===== config.mk =====
export PLATFORM = sky130hd
export DESIGN_NAME = seq_match_ctrl
export DESIGN_NICKNAME = d
export VERILOG_FILES = /design/src/rtl/seq_match_pkg.sv /design/src/rtl/seq_shift_matcher.sv /design/src/rtl/seq_match_ctrl.sv
export SDC_FILE = /design/constraint.sdc
export NUM_CORES = 1
export LEC_CHECK = 0
export ABC_AREA = 1
export ABC_CLOCK_PERIOD_IN_PS = 2300
export BUFFER_PORTS_ARGS = -buffer_cell sky130_fd_sc_hd__buf_2
export CAP_MARGIN = 30
export CELL_PAD_IN_SITES_DETAIL_PLACEMENT = 1
export CELL_PAD_IN_SITES_GLOBAL_PLACEMENT = 1
export CORE_ASPECT_RATIO = 0.8
export CORE_MARGIN = 1.5
export CORE_UTILIZATION = 25
export DETAILED_ROUTE_END_ITERATION = 12
export PLACE_DENSITY_LB_ADDON = 0.1
export SETUP_SLACK_MARGIN = 0.1
export SYNTH_ARGS = -nofsm -noshare
export SYNTH_HDL_FRONTEND = slang
export SYNTH_SLANG_ARGS = --single-unit
export TNS_END_PERCENT = 10

===== constraint.sdc =====
create_clock -name clk -period 2.3 [get_ports clk]
set_input_delay 0.69 -clock clk [delete_from_list [all_inputs] [get_ports clk]]
set_output_delay 0.69 -clock clk [all_outputs]
set_load 0.01 [all_outputs]

===== src/rtl/seq_match_pkg.sv =====
// seq_match_pkg: shared types and helpers for the programmable sequence matcher.
//   state_t       - controller states (IDLE, RUN, DONE)
//   *_DEF         - default parameter widths
//   cfg_legal()   - start-time legality check for pattern length and match target
package seq_match_pkg;

  localparam int PAT_W_DEF = 8;
  localparam int CNT_W_DEF = 8;
  localparam int TO_W_DEF  = 16;

  typedef enum logic [1:0] {
    IDLE = 2'd0,
    RUN  = 2'd1,
    DONE = 2'd2
  } state_t;

  // A run needs a pattern of 1..max_len bits and a non-zero match target.
  function automatic logic cfg_legal(input int unsigned len,
                                     input int unsigned max_len,
                                     input logic        target_nz);
    return (len != 0) && (len <= max_len) && target_nz;
  endfunction

endpackage


===== src/rtl/seq_shift_matcher.sv =====
// seq_shift_matcher: serial history register, fill counter and masked compare.
//   clk, reset : clock, synchronous active-high reset
//   clear      : empties history and fill (start of a run)
//   shift      : accept one qualified bit this cycle
//   data       : serial bit
//   pattern    : pattern, bit len-1 is the first-received bit
//   len        : active pattern length (1..PAT_W)
//   overlap    : 1 = keep fill after a match, 0 = restart the fill
//   hit        : combinational; this shift completes a match
module seq_shift_matcher
  import seq_match_pkg::*;
#(
  parameter int PAT_W = PAT_W_DEF
) (
  input  logic                       clk,
  input  logic                       reset,
  input  logic                       clear,
  input  logic                       shift,
  input  logic                       data,
  input  logic [PAT_W-1:0]           pattern,
  input  logic [$clog2(PAT_W+1)-1:0] len,
  input  logic                       overlap,
  output logic                       hit
);

  localparam int LEN_W = $clog2(PAT_W + 1);

  logic [PAT_W-1:0] history;
  logic [PAT_W-1:0] hist_next;
  logic [PAT_W-1:0] mask;
  logic [LEN_W-1:0] fill;
  logic [LEN_W-1:0] fill_next;

  // The match is judged on the post-shift view, so the bit arriving this
  // cycle takes part in the compare and hit can be registered next edge.
  // NOTE: every always_comb output gets a default first, so no path leaves
  // a variable unassigned and no latch is inferred.
  always_comb begin
    hist_next = (history << 1) | PAT_W'(data);
    fill_next = (fill == LEN_W'(PAT_W)) ? fill : fill + 1'b1;
    mask      = '0;
    for (int i = 0; i < PAT_W; i++) begin
      mask[i] = (i < int'(len));
    end
    // Bits at or above len are masked off; fill gates stale history after
    // a non-overlapping restart.
    hit = shift && (fill_next >= len) &&
          ((hist_next & mask) == (pattern & mask));
  end

  // NOTE: sequential state uses non-blocking assignments only, so every
  // flop samples pre-edge values regardless of block ordering.
  always_ff @(posedge clk) begin
    if (reset || clear) begin
      history <= '0;
      fill    <= '0;
    end else if (shift) begin
      history <= hist_next;
      fill    <= (hit && !overlap) ? '0 : fill_next;
    end
  end

endmodule


===== src/rtl/seq_match_ctrl.sv =====
// seq_match_ctrl: arms and sequences a programmable serial pattern detector.
//   clk, reset   : clock, synchronous active-high reset
//   start        : pulse, begins a run when idle
//   abort        : level, ends a run without done
//   cfg_*        : pattern, length, match target, timeout (0 = none), overlap
//   data         : serial bit, qualified by data_valid
//   busy         : high while running
//   match_pulse  : one-cycle pulse per detected match
//   match_count  : matches in the current / last run
//   done         : one-cycle pulse at run end
//   timed_out    : with done, 1 = run ended by timeout
//   cfg_err      : one-cycle pulse on a rejected start
module seq_match_ctrl
  import seq_match_pkg::*;
#(
  parameter int PAT_W = PAT_W_DEF,
  parameter int CNT_W = CNT_W_DEF,
  parameter int TO_W  = TO_W_DEF
) (
  input  logic                       clk,
  input  logic                       reset,
  input  logic                       start,
  input  logic                       abort,
  input  logic [PAT_W-1:0]           cfg_pattern,
  input  logic [$clog2(PAT_W+1)-1:0] cfg_len,
  input  logic [CNT_W-1:0]           cfg_target,
  input  logic [TO_W-1:0]            cfg_timeout,
  input  logic                       cfg_overlap,
  input  logic                       data,
  input  logic                       data_valid,
  output logic                       busy,
  output logic                       match_pulse,
  output logic [CNT_W-1:0]           match_count,
  output logic                       done,
  output logic                       timed_out,
  output logic                       cfg_err
);

  localparam int LEN_W = $clog2(PAT_W + 1);

  state_t           state;
  state_t           state_next;
  logic [PAT_W-1:0] pat_q;
  logic [LEN_W-1:0] len_q;
  logic [CNT_W-1:0] target_q;
  logic [TO_W-1:0]  timeout_q;
  logic             overlap_q;
  logic [TO_W-1:0]  timer;
  logic             to_end;

  logic cfg_ok;
  logic start_ok;
  logic start_bad;
  logic shift;
  logic hit;
  logic final_hit;
  logic timeout_hit;
  logic end_by_timeout;

  assign cfg_ok    = cfg_legal(32'(cfg_len), PAT_W, cfg_target != '0);
  assign start_ok  = (state == IDLE) && start && cfg_ok;
  assign start_bad = (state == IDLE) && start && !cfg_ok;
  assign shift     = (state == RUN) && data_valid;

  seq_shift_matcher #(
    .PAT_W (PAT_W)
  ) u_matcher (
    .clk     (clk),
    .reset   (reset),
    .clear   (start_ok),
    .shift   (shift),
    .data    (data),
    .pattern (pat_q),
    .len     (len_q),
    .overlap (overlap_q),
    .hit     (hit)
  );

  assign final_hit   = hit && ((match_count + 1'b1) == target_q);
  // timer counts completed RUN cycles, so timeout-1 marks the last one.
  assign timeout_hit = (timeout_q != '0) && (timer == timeout_q - 1'b1);

  // Priority in RUN: abort, then final match, then timeout.
  always_comb begin
    state_next     = state;
    end_by_timeout = 1'b0;
    unique case (state)
      IDLE: if (start_ok) state_next = RUN;
      RUN: begin
        if (abort) begin
          state_next = IDLE;
        end else if (final_hit) begin
          state_next = DONE;
        end else if (timeout_hit) begin
          state_next     = DONE;
          end_by_timeout = 1'b1;
        end
      end
      DONE:    state_next = IDLE;
      default: state_next = IDLE;
    endcase
  end

  always_ff @(posedge clk) begin
    if (reset) begin
      // NOTE: the configuration registers are cleared too even though they
      // are only consumed in RUN, so nothing downstream ever sees X.
      state       <= IDLE;
      pat_q       <= '0;
      len_q       <= '0;
      target_q    <= '0;
      timeout_q   <= '0;
      overlap_q   <= 1'b0;
      timer       <= '0;
      to_end      <= 1'b0;
      busy        <= 1'b0;
      match_pulse <= 1'b0;
      match_count <= '0;
      done        <= 1'b0;
      timed_out   <= 1'b0;
      cfg_err     <= 1'b0;
    end else begin
      state       <= state_next;
      busy        <= (state_next == RUN);
      match_pulse <= hit;
      // done is registered out of the DONE cycle itself.
      done        <= (state == DONE);
      timed_out   <= (state == DONE) && to_end;
      cfg_err     <= start_bad;

      if (start_ok) begin
        pat_q       <= cfg_pattern;
        len_q       <= cfg_len;
        target_q    <= cfg_target;
        timeout_q   <= cfg_timeout;
        overlap_q   <= cfg_overlap;
        timer       <= '0;
        to_end      <= 1'b0;
        match_count <= '0;
      end else if (state == RUN) begin
        timer <= timer + 1'b1;
        // A match on an abort cycle still counts; only done is suppressed.
        if (hit) match_count <= match_count + 1'b1;
        if (state_next == DONE) to_end <= end_by_timeout;
      end
    end
  end

endmodule


==> results.yml <==
floorplan:
  coreArea_um2: 16700
  fp.dieW_um: 150
  die_height_um: 120
  die_area_um2: 18100
  rows: 42
  pin_count: 56
  start_util_pct: 25.8
route:
  routed-wl-met2_um: 5920
  wl_met3_um: 368
  wl_per_cell_um: 14.5
  top_layer_used: "met4"
  first_pass_iters: 4
  num_vias: 4098
  met1Wirelength_um: 6870
  dr.first_iter.drc_count: 140
  vias_per_cell: 4.46
  drc: 0
  antenna_left: 0
  routed_wl_um: 13300
logic_synthesis:
  synthArstFlopShare_pct: 0
  synth_area_leader_cell: "dfxtp_1"
  seq_area_frac_synth_pct: 37.1
  syn_area_per_cell_um2: 6.85
  synthCells: 630
  yosys_warnings: 0
  synth_edf_count: 0
  synth.distinct_cells: 38
  synth.most_common_cell: "nand2_1"
  netlist_area_um2: 4310
  synthTopCellsByArea: "dfxtp_1 (37%), nand2_1 (12%), nor2_1 (7.4%)"
  synth_nets: 683
  synth_common_cells: "nand2_1 (139), nor2_1 (85), dfxtp_1 (80)"
  ys_ff_latch: 80
  synthFlopType: "dfxtp_1"
  synth_top_area_share_pct: 37.1
timing:
  fmax_ghz: 0.474
  max_slew_margin_pct: 69.4
  worstMarginPinSlew_ns: 0.455
  setup_viol_count_final: 0
  period_needed_ns: 2.11
  clock_skew_ns: 0.00588
  hold_viol: 0
  slew_violations: 0
  rsz0062_at_grt: "yes"
  fin_crit_sh_pct: 91.7
  fin_tns_setup_ns: 0
setup_path:
  critPathRequiredTime_ns: 2.58
  regToRegSetupSlack_ns: 0.19
  reg2reg_to: "to_end"
  crit_fanout: 4
  critical_path_arrival_ns: 2.39
  r2r_cells: 15
  crit_type: "flip-flop to flip-flop"
  crit_path_start: "u_matcher.fill[0]"
  timing.rr.start: "u_matcher.fill[0]"
  endpoint: "to_end"
  start_kind: "flip-flop"
  cp-end-kind: "flip-flop"
flow_run:
  maxCapViolCount: 0
global_route:
  grt_first_pass_wirelength_um: 22000
  grt_max_degree: 24
  antenna_found_initial: 0
  grt_overflow_total: 0
  grt_pass1_vias: 4297
  grt_use_total_pct: 15.8
clocking:
  hold_buffers: 0
  cts_buffer_depth: 2
  cts_made_buffers: 9
  htree_levels: 3
  cts_root_buffer: "clkbuf_16"
  clock_sinks: 80
  cts_tree: "built"
  clock_latency_ns: 0.34
  clk_pin_slew_ns: 0.06
pwr:
  power_density_nw_per_um2: 683
  p_leak_nw: 2.30
  finalPower_mw: 3.67
  ir_drop_mv: 0.342
placement:
  port-buffer-count: 55
  hpwlAfterDp_um: 10400
  gp_congestion: 0.794
run_status:
  status: "finished, final reports clean"
layout:
  drive_gt1_share_pct: 20.5
  final_nets: 747
  syn_to_final_growth_pct: 24.7
  n_antenna_cell: 0
  final_util_pct: 32.2
hold_path:
  min_path_type: "flip-flop to flip-flop"
repair_timing:
| action | 4_1_cts | 5_1_grt |
|---|---|---|
| pin swaps | 1 | 12 |
| resized for setup | 3 | 36 |
| buffers inserted | 0 | 1 |
| cloned | 0 | 1 |
| endpoints found under the setup margin | 10 | 17 |
power by group:
| group | switching [mW] | internal [mW] | leakage [nW] |
|---|---|---|---|
| combinational | 0.394 | 0.248 | 1.50 |
| clock | 0.576 | 0.942 | 0.149 |
| sequential | 0.0617 | 1.45 | 0.654 |
| total | 1.03 | 2.64 | 2.30 |
logic make-up (layout without fill, tap and decap cells):
family | count (synthesis) | after routing | share of synthesized area (%)
fa+ha+maj | 10 | 10 | 2.90
flops | 80 | 80 | 37.1
xor+xnor | 29 | 29 | 6.21
simple gates | 301 | 301 | 31.3
buf+inv | 94 | 162 | 8.59
compound gates | 116 | 116 | 13.9
critical path, cell delays in order (launching register included):
cell and delay [ns]:
dfxtp_4 0.37, inv_4 0.05, ha_4 0.25, ha_4 0.27
inv_1 0.05, nor2_2 0.12, nor2_2 0.05, o21ai_2 0.12
nor2_1 0.05, inv_1 0.06, nand2_2 0.08, nor2_8 0.20
nand3_4 0.10, nand2_2 0.08, nand2_2 0.07, a21oi_2 0.14
worst min-delay path by stage:
stage                      startpoint  slack [ns]  cells past startpoint           to
after floorplan                to_end        0.42                      2    timed_out
after global placement         to_end        0.46                      2       to_end
after detailed placement    overlap_q        0.47                      2    overlap_q
after CTS                   overlap_q        0.48                      2    overlap_q
after global routing      target_q[4]        0.51                      2  target_q[4]
final                          to_end        0.47                      2       to_end
metrics by stage:
stage	std cells	setup slack, ns	area [um2]	hold slack [ns]
3_5_place_dp	901	0.0225	4910	0.467
3_3_place_gp	901	0.0244	4910	0.457
6_report	918	0.190	5380	0.474
4_1_cts	916	0.114	5230	0.476
2_1_floorplan	630	0.292	4310	0.422
5_1_grt	918	0.0109	5380	0.511
area by class of cell:
cell class                      instances  area, um2
Sequential cell                        80       1610
Inverter                               75        287
Timing Repair Buffer                   72        462
Clock buffer                           11        233
Fill cell                            2114      11300
Clock inverter                          4       70.1
Multi-Input combinational cell        456       2440
Tap cell                              220        275
metal layers:
| metal | track usage (%) | vias up |
|---|---|---|
| met5 | 0 | - |
| met4 | 3.86 | 0 |
| met3 | 3.92 | 10 |
| met2 | 25.0 | 40 |
| met1 | 21.4 | 1913 |
| li1 | - | 2135 |
sequential cells by signal, summed over array words and instances, names as in the netlist:
| name | cells |
|---|---|
| overlap_q | 1 |
| pat_q | 8 |
| state | 2 |
| target_q | 8 |
| timed_out | 1 |
| match_count | 8 |
| done | 1 |
| u_matcher.history | 7 |
| to_end | 1 |
| match_pulse | 1 |
| timeout_q | 16 |
| busy | 1 |
| timer | 16 |
| u_matcher.fill | 4 |
| cfg_err | 1 |
| len_q | 4 |
layout by cell type, fill, tap and decap left out, types with 10 or more instances in the layout:
cell,Yosys,final
a21oi_1,56,52
buf_2,6,55
buf_4,0,12
clkbuf_16,0,10
dfxtp_1,80,76
inv_1,65,62
inv_2,8,10
nand2_1,139,135
nand3_1,34,32
nor2_1,85,82
o21ai_0,46,43
xnor2_1,13,13
xor2_1,15,14
No activity file was read; power rests on OpenSTA's default activity.
